[src/rtl/fd_dx_pipe_if.sv]
// Pipeline-control bus between the core datapath and the F/D + D/X latch controller.
// master: the datapath/hazard side that feeds fetch data and hazard inputs.
// slave : the pipe controller that owns the latches, PC enable and multdiv start.
interface fd_dx_pipe_if #(
    parameter int CNT_W = 16
);
    logic [31:0]      f_pc;
    logic [31:0]      f_insn;
    logic             stall_lw;
    logic             flush;
    logic             md_ready;
    logic [31:0]      fd_pc;
    logic [31:0]      fd_insn;
    logic [31:0]      dx_pc;
    logic [31:0]      dx_insn;
    logic             pc_en;
    logic             md_start;
    logic [CNT_W-1:0] stall_cycles;

    modport master (
        output f_pc, f_insn, stall_lw, flush, md_ready,
        input  fd_pc, fd_insn, dx_pc, dx_insn, pc_en, md_start, stall_cycles
    );

    modport slave (
        input  f_pc, f_insn, stall_lw, flush, md_ready,
        output fd_pc, fd_insn, dx_pc, dx_insn, pc_en, md_start, stall_cycles
    );
endinterface

[src/rtl/fd_dx_pipe_ctrl.sv]
// F/D and D/X pipeline latches with load-use stall, branch flush and
// mul/div sequencing; also drives the PC write enable and a saturating
// stall-cycle counter for performance debug.
module fd_dx_pipe_ctrl #(
    parameter int          CNT_W = 16,
    parameter logic [31:0] NOP   = 32'd0
) (
    input  logic          clock,
    input  logic          reset,
    fd_dx_pipe_if.slave   bus
);

    typedef enum logic [0:0] {
        ST_RUN     = 1'b0,
        ST_MD_WAIT = 1'b1
    } state_e;

    state_e           state_q,        state_d;
    logic [31:0]      fd_pc_q,        fd_pc_d;
    logic [31:0]      fd_insn_q,      fd_insn_d;
    logic [31:0]      dx_pc_q,        dx_pc_d;
    logic [31:0]      dx_insn_q,      dx_insn_d;
    logic [CNT_W-1:0] stall_cycles_q, stall_cycles_d;
    logic             pc_en_s;
    logic             md_start_s;
    logic             is_md_s;

    // Detect a mul/div sitting in D/X (major opcode 0, ALU op mul or div).
    always_comb begin
        is_md_s = 1'b0;
        if (dx_insn_q[31:27] == 5'b00000 &&
            (dx_insn_q[6:2] == 5'b00110 || dx_insn_q[6:2] == 5'b00111)) begin
            is_md_s = 1'b1;
        end else begin
            is_md_s = 1'b0;
        end
    end

    // Next-state, latch updates and combinational PC enable / multdiv start.
    always_comb begin
        state_d        = state_q;
        fd_pc_d        = fd_pc_q;
        fd_insn_d      = fd_insn_q;
        dx_pc_d        = dx_pc_q;
        dx_insn_d      = dx_insn_q;
        stall_cycles_d = stall_cycles_q;
        pc_en_s        = 1'b0;
        md_start_s     = 1'b0;

        if (reset) begin
            state_d        = ST_RUN;
            fd_pc_d        = 32'd0;
            fd_insn_d      = 32'd0;
            dx_pc_d        = 32'd0;
            dx_insn_d      = 32'd0;
            stall_cycles_d = {CNT_W{1'b0}};
        end else begin
            case (state_q)
                ST_RUN: begin
                    if (bus.flush) begin
                        // Squash both wrong-path slots; the load-use stall is moot.
                        pc_en_s   = 1'b1;
                        fd_pc_d   = 32'd0;
                        fd_insn_d = NOP;
                        dx_pc_d   = 32'd0;
                        dx_insn_d = NOP;
                    end else if (is_md_s) begin
                        // Launch the multdiv once and freeze the front end.
                        md_start_s = 1'b1;
                        state_d    = ST_MD_WAIT;
                    end else if (bus.stall_lw) begin
                        // Hold the consumer in F/D and insert one bubble behind the load.
                        dx_pc_d   = 32'd0;
                        dx_insn_d = NOP;
                    end else begin
                        pc_en_s   = 1'b1;
                        fd_pc_d   = bus.f_pc;
                        fd_insn_d = bus.f_insn;
                        dx_pc_d   = fd_pc_q;
                        dx_insn_d = fd_insn_q;
                    end
                end
                ST_MD_WAIT: begin
                    if (bus.md_ready) begin
                        // Result is ready: the mul/div leaves D/X on this edge.
                        pc_en_s   = 1'b1;
                        fd_pc_d   = bus.f_pc;
                        fd_insn_d = bus.f_insn;
                        dx_pc_d   = fd_pc_q;
                        dx_insn_d = fd_insn_q;
                        state_d   = ST_RUN;
                    end else begin
                        pc_en_s = 1'b0;
                    end
                end
                default: begin
                    state_d = ST_RUN;
                end
            endcase

            if (!pc_en_s && stall_cycles_q != {CNT_W{1'b1}}) begin
                stall_cycles_d = stall_cycles_q + {{(CNT_W-1){1'b0}}, 1'b1};
            end else begin
                stall_cycles_d = stall_cycles_q;
            end
        end
    end

    // State and latch registers; reset is folded into the next-state logic.
    always_ff @(posedge clock) begin
        state_q        <= state_d;
        fd_pc_q        <= fd_pc_d;
        fd_insn_q      <= fd_insn_d;
        dx_pc_q        <= dx_pc_d;
        dx_insn_q      <= dx_insn_d;
        stall_cycles_q <= stall_cycles_d;
    end

    assign bus.fd_pc        = fd_pc_q;
    assign bus.fd_insn      = fd_insn_q;
    assign bus.dx_pc        = dx_pc_q;
    assign bus.dx_insn      = dx_insn_q;
    assign bus.stall_cycles = stall_cycles_q;
    assign bus.pc_en        = pc_en_s;
    assign bus.md_start     = md_start_s;

endmodule
[src/flat_wrapper.sv]
// flat-port wrapper written by rule: the top's interface ports become plain ports
module fd_dx_pipe_ctrl_flat 
#(
    parameter int          CNT_W = 16,
    parameter logic [31:0] NOP   = 32'd0
)
  (clock, reset, bus_f_pc, bus_f_insn, bus_stall_lw, bus_flush, bus_md_ready, bus_fd_pc, bus_fd_insn, bus_dx_pc, bus_dx_insn, bus_pc_en, bus_md_start, bus_stall_cycles);
  fd_dx_pipe_if #(.CNT_W(CNT_W)) bus_i ();
  input  logic clock;
  input  logic reset;
  input wire logic [$bits(bus_i.f_pc)-1:0] bus_f_pc;
  input wire logic [$bits(bus_i.f_insn)-1:0] bus_f_insn;
  input wire logic [$bits(bus_i.stall_lw)-1:0] bus_stall_lw;
  input wire logic [$bits(bus_i.flush)-1:0] bus_flush;
  input wire logic [$bits(bus_i.md_ready)-1:0] bus_md_ready;
  output wire logic [$bits(bus_i.fd_pc)-1:0] bus_fd_pc;
  output wire logic [$bits(bus_i.fd_insn)-1:0] bus_fd_insn;
  output wire logic [$bits(bus_i.dx_pc)-1:0] bus_dx_pc;
  output wire logic [$bits(bus_i.dx_insn)-1:0] bus_dx_insn;
  output wire logic [$bits(bus_i.pc_en)-1:0] bus_pc_en;
  output wire logic [$bits(bus_i.md_start)-1:0] bus_md_start;
  output wire logic [$bits(bus_i.stall_cycles)-1:0] bus_stall_cycles;
  assign bus_i.f_pc = bus_f_pc;
  assign bus_i.f_insn = bus_f_insn;
  assign bus_i.stall_lw = bus_stall_lw;
  assign bus_i.flush = bus_flush;
  assign bus_i.md_ready = bus_md_ready;
  assign bus_fd_pc = bus_i.fd_pc;
  assign bus_fd_insn = bus_i.fd_insn;
  assign bus_dx_pc = bus_i.dx_pc;
  assign bus_dx_insn = bus_i.dx_insn;
  assign bus_pc_en = bus_i.pc_en;
  assign bus_md_start = bus_i.md_start;
  assign bus_stall_cycles = bus_i.stall_cycles;
  fd_dx_pipe_ctrl #(.CNT_W(CNT_W), .NOP(NOP)) u_core (.clock(clock), .reset(reset), .bus(bus_i));
endmodule
[config.mk]
export PLATFORM = sky130hd
export DESIGN_NAME = fd_dx_pipe_ctrl_flat
export DESIGN_NICKNAME = d
export VERILOG_FILES = /design/src/rtl/fd_dx_pipe_if.sv /design/src/rtl/fd_dx_pipe_ctrl.sv /design/src/flat_wrapper.sv
export SDC_FILE = /design/constraint.sdc
export NUM_CORES = 1
export LEC_CHECK = 0
export ABC_AREA = 1
export BUFFER_PORTS_ARGS = -buffer_cell sky130_fd_sc_hd__buf_2
export CAP_MARGIN = 25
export CORE_MARGIN = 2
export CORE_UTILIZATION = 45
export DETAILED_ROUTE_END_ITERATION = 6
export PLACE_DENSITY = 0.75
export SYNTH_ARGS = -nofsm -noshare
export SYNTH_HDL_FRONTEND = slang
export SYNTH_SLANG_ARGS = --single-unit
[constraint.sdc]
create_clock -name clock -period 2.1 [get_ports clock]
set_input_delay 0 -clock clock [delete_from_list [all_inputs] [get_ports clock]]
set_output_delay 0 -clock clock [all_outputs]
set_load 0.005 [all_outputs]
==> impl_results.md <==
- TritonCTS Sinks: between 100 and 150
- Overall Power: between 6000 and 7000 µW
- DR DRC count: 0
- Fin crit period: 1.94 ns
- Status: complete, no violations
- Minimum hold slack: 0.165 ns
- Largest net degree at the start of global routing: 67
- RSZ-0062 raised after global routing: no
- Sequential area share after synthesis: 0.524
- Port Buffer Count: 214
- Initial Util: 0.461
- Post-placement setup slack: 0.372 ns
- Critical Path AT: 1.94 ns
- IO Pins: 215
- Die height: 115 µm
- Number of global-route vias before repair: 5445
- WS Path Type: flop to output port
- Ys async rst share: 0
- Share of cells above drive strength 1: 0.275
- YS warnings: 0
- Dpl cells: around 1000
- Critical Path Source Type: flop
- Routability Congestion: 0.845
- Average vias per placed instance: roughly 5.2
- Cells after Synth: 721
- # rows: 40
- # Max-Cap Violations: 0
- # Post-CTS Setup Buffers: 0
- EDFF count, synth: 0
- Critical path, cell by cell: inv_1 -> nand2_1 -> nor2_1 -> nand3_2 -> nand2_2 -> inv_1 -> nand3_2 -> buf_4 -> inv_1 -> buf_2
- Final Non-Filler Cells: 1143
- Pwr per Cell Area: 804 nW/µm²
- CTS Buf Count: 17
- Relative slew slack: 0.549
- Max frequency: roughly 520 MHz
- DPL Wire Length: 10800 µm
- Crit path top cell by count: inv_1
- Initial DRC Count: between 500 and 600
- Core box area: 12000 µm²
- GRT overflow: 0
- Synth unique cells: 29
- TritonRoute pass-1 iters: 5
- Static Leak: 0.00356 µW
- Peak supply drop: between 0.0004 and 0.0005 V
- Tcrit/Tclk final: 0.922
- Buf/Inv on CP: 5
- CTS root buffer: clkbuf_16
- Clk buf depth: 2
- Final net count: 1053
- Setup Skew: 0.00711 ns
- CTS tree: built
- Diode count: 0
- Initial antenna violation count: 0
- Antenna-violating nets left: 0
- Top cells by area, synth: dfxtp_1 52%, nand2_1 13%, o21ai_0 8.1%
- Final hold vios: 0
- Most common library cells after synthesis: 199 x nand2_1, 145 x dfxtp_1, 90 x o21ai_0
- Area delta synth->final: 43.6%
- Worst skew pair latency: 0.41 ns
- Avg WL per Cell: between 15 and 20 µm
- Netlist Area Pre-Place: 5540 µm²
- Crit end category: output port
- Most numerous cell in the Yosys netlist: nand2_1
- Global-route wire length before repair: between 20000 and 30000 µm
- Slew @ Worst Pin: 0.676 ns
- Worst Path Max Fanout: 29
- Final worst-path setup slack: 0.164 ns
- Synth top area share: 0.524
- Vias post-DR: roughly 6000
- Fin. max-slew vios: 0
- Final Setup Violations: 0
- Flops & latches, synth: about 150
- Worst Hold Class: input port to flop
- Slowest-stage cell, CP: buf_4
- CTS clk-pin slew, worst paths: around 0.050 ns
- Worst path max stage delay: 0.32 ns
- H-tree depth: 4
- Setup TNS: 0 ns
- Dominant cell type by area after synthesis: dfxtp_1
- Routed WL: around 17000 µm
- Top FF cell, synth: dfxtp_1
- Die Span X: approximately 110 µm
- Syn nets: approximately 790
- Tot GR Track Use: 0.257
- Required time worst endpoint: roughly 2.1 ns
- Die area: 13200 µm²
- Avg Cell Area, Syn: 7.68 µm²
- Cell family with most CP delay: buffers and inverters
logic make-up after synthesis:
kind of cell,count (synthesis),share of synthesized area
adders and majority gates,1,0.00226
xor gates and xnor gates,6,0.00949
and+or+nand+nor,314,0.242
buffers and inverters,74,0.0569
AOI/OAI and AO/OA,181,0.166
DFF,145,0.524
per-layer routing:
metal	GRT usage	share of wire
met1	0.320	0.43
met2	0.413	0.47
met3	0.0590	0.066
met4	0.137	0.038
met5	0	0
what timing repair did:
item / CTS / global route
gates resized for setup: 0 / 0
hold buffers: 65 / 0
hold endpoints to repair: 75 / 0
metrics by stage:
step	util	instance area, µm²
2_1_floorplan	-	5540
3_3_place_gp	0.560	6720
3_5_place_dp	0.560	6720
4_1_cts	0.662	7960
5_1_grt	0.662	7960
6_report	0.662	7960
cells in the final DEF (no fill, tap or decap), drive strengths merged:
master       synthesis  layout
nand2              204     204
xnor2                1       1
ha                   1       1
nor2                22      22
nand4                5       5
o22ai                6       6
o21ai               91      91
or2                  1       1
clkinv               1       3
bufinv               0       1
inv                 22      23
nand3b               1       1
nand3               79      79
dfxtp              145     145
a21oi               84      84
buf                 23     229
dlygate4sd3          0      65
xor2                 5       5
clkbuf              28      28
nor3                 2       2
final cells by class:
class / instances / area [µm²]
Timing Repair Buffer: 294 / 1860
Fill cell: 988 / 4060
Clock buffer: 28 / 537
Tap cell: 147 / 184
Inverter: 23 / 88.8
Clock inverter: 4 / 45.0
Multi-Input combinational cell: 502 / 2340
Sequential cell: 145 / 2900
path summary, 6_finish.rpt:
kind                             from                      to  slack [ns]  cells after the start
setup / recovery       u_core.state_q               bus_pc_en        0.16                     10
hold / removal           bus_md_ready  u_core.bus.dx_insn[31]        0.16                      5
setup reg to reg       u_core.state_q     u_core.bus.fd_pc[4]        0.34                      8
hold reg to reg   u_core.bus.dx_pc[9]     u_core.bus.dx_pc[9]        0.45                      2
power by group:
part	switching (µW)	total [µW]	internal, µW	leakage, µW
logic	301	570	268	0.00209
registers	70.3	2920	2850	0.00118
clock network	1060	2910	1850	0.000290
total	1430	6400	4970	0.00356
flip-flops by register name, summed over array words and instances, names as in the netlist:
signal and count:
u_core.bus.fd_pc 32, u_core.bus.dx_pc 32, u_core.bus.fd_insn 32, u_core.bus.stall_cycles 16, u_core.bus.dx_insn 32, u_core.state_q 1
tightest hold or removal path, delay by kind of cell:
kind / cells / cell delay, ns
AND/OR/NAND/NOR: 3 / 0.36
AO/OA/AOI/OAI: 1 / 0.09
buffers and inverters: 1 / 0.07
(Power assumes the default switching activity.)
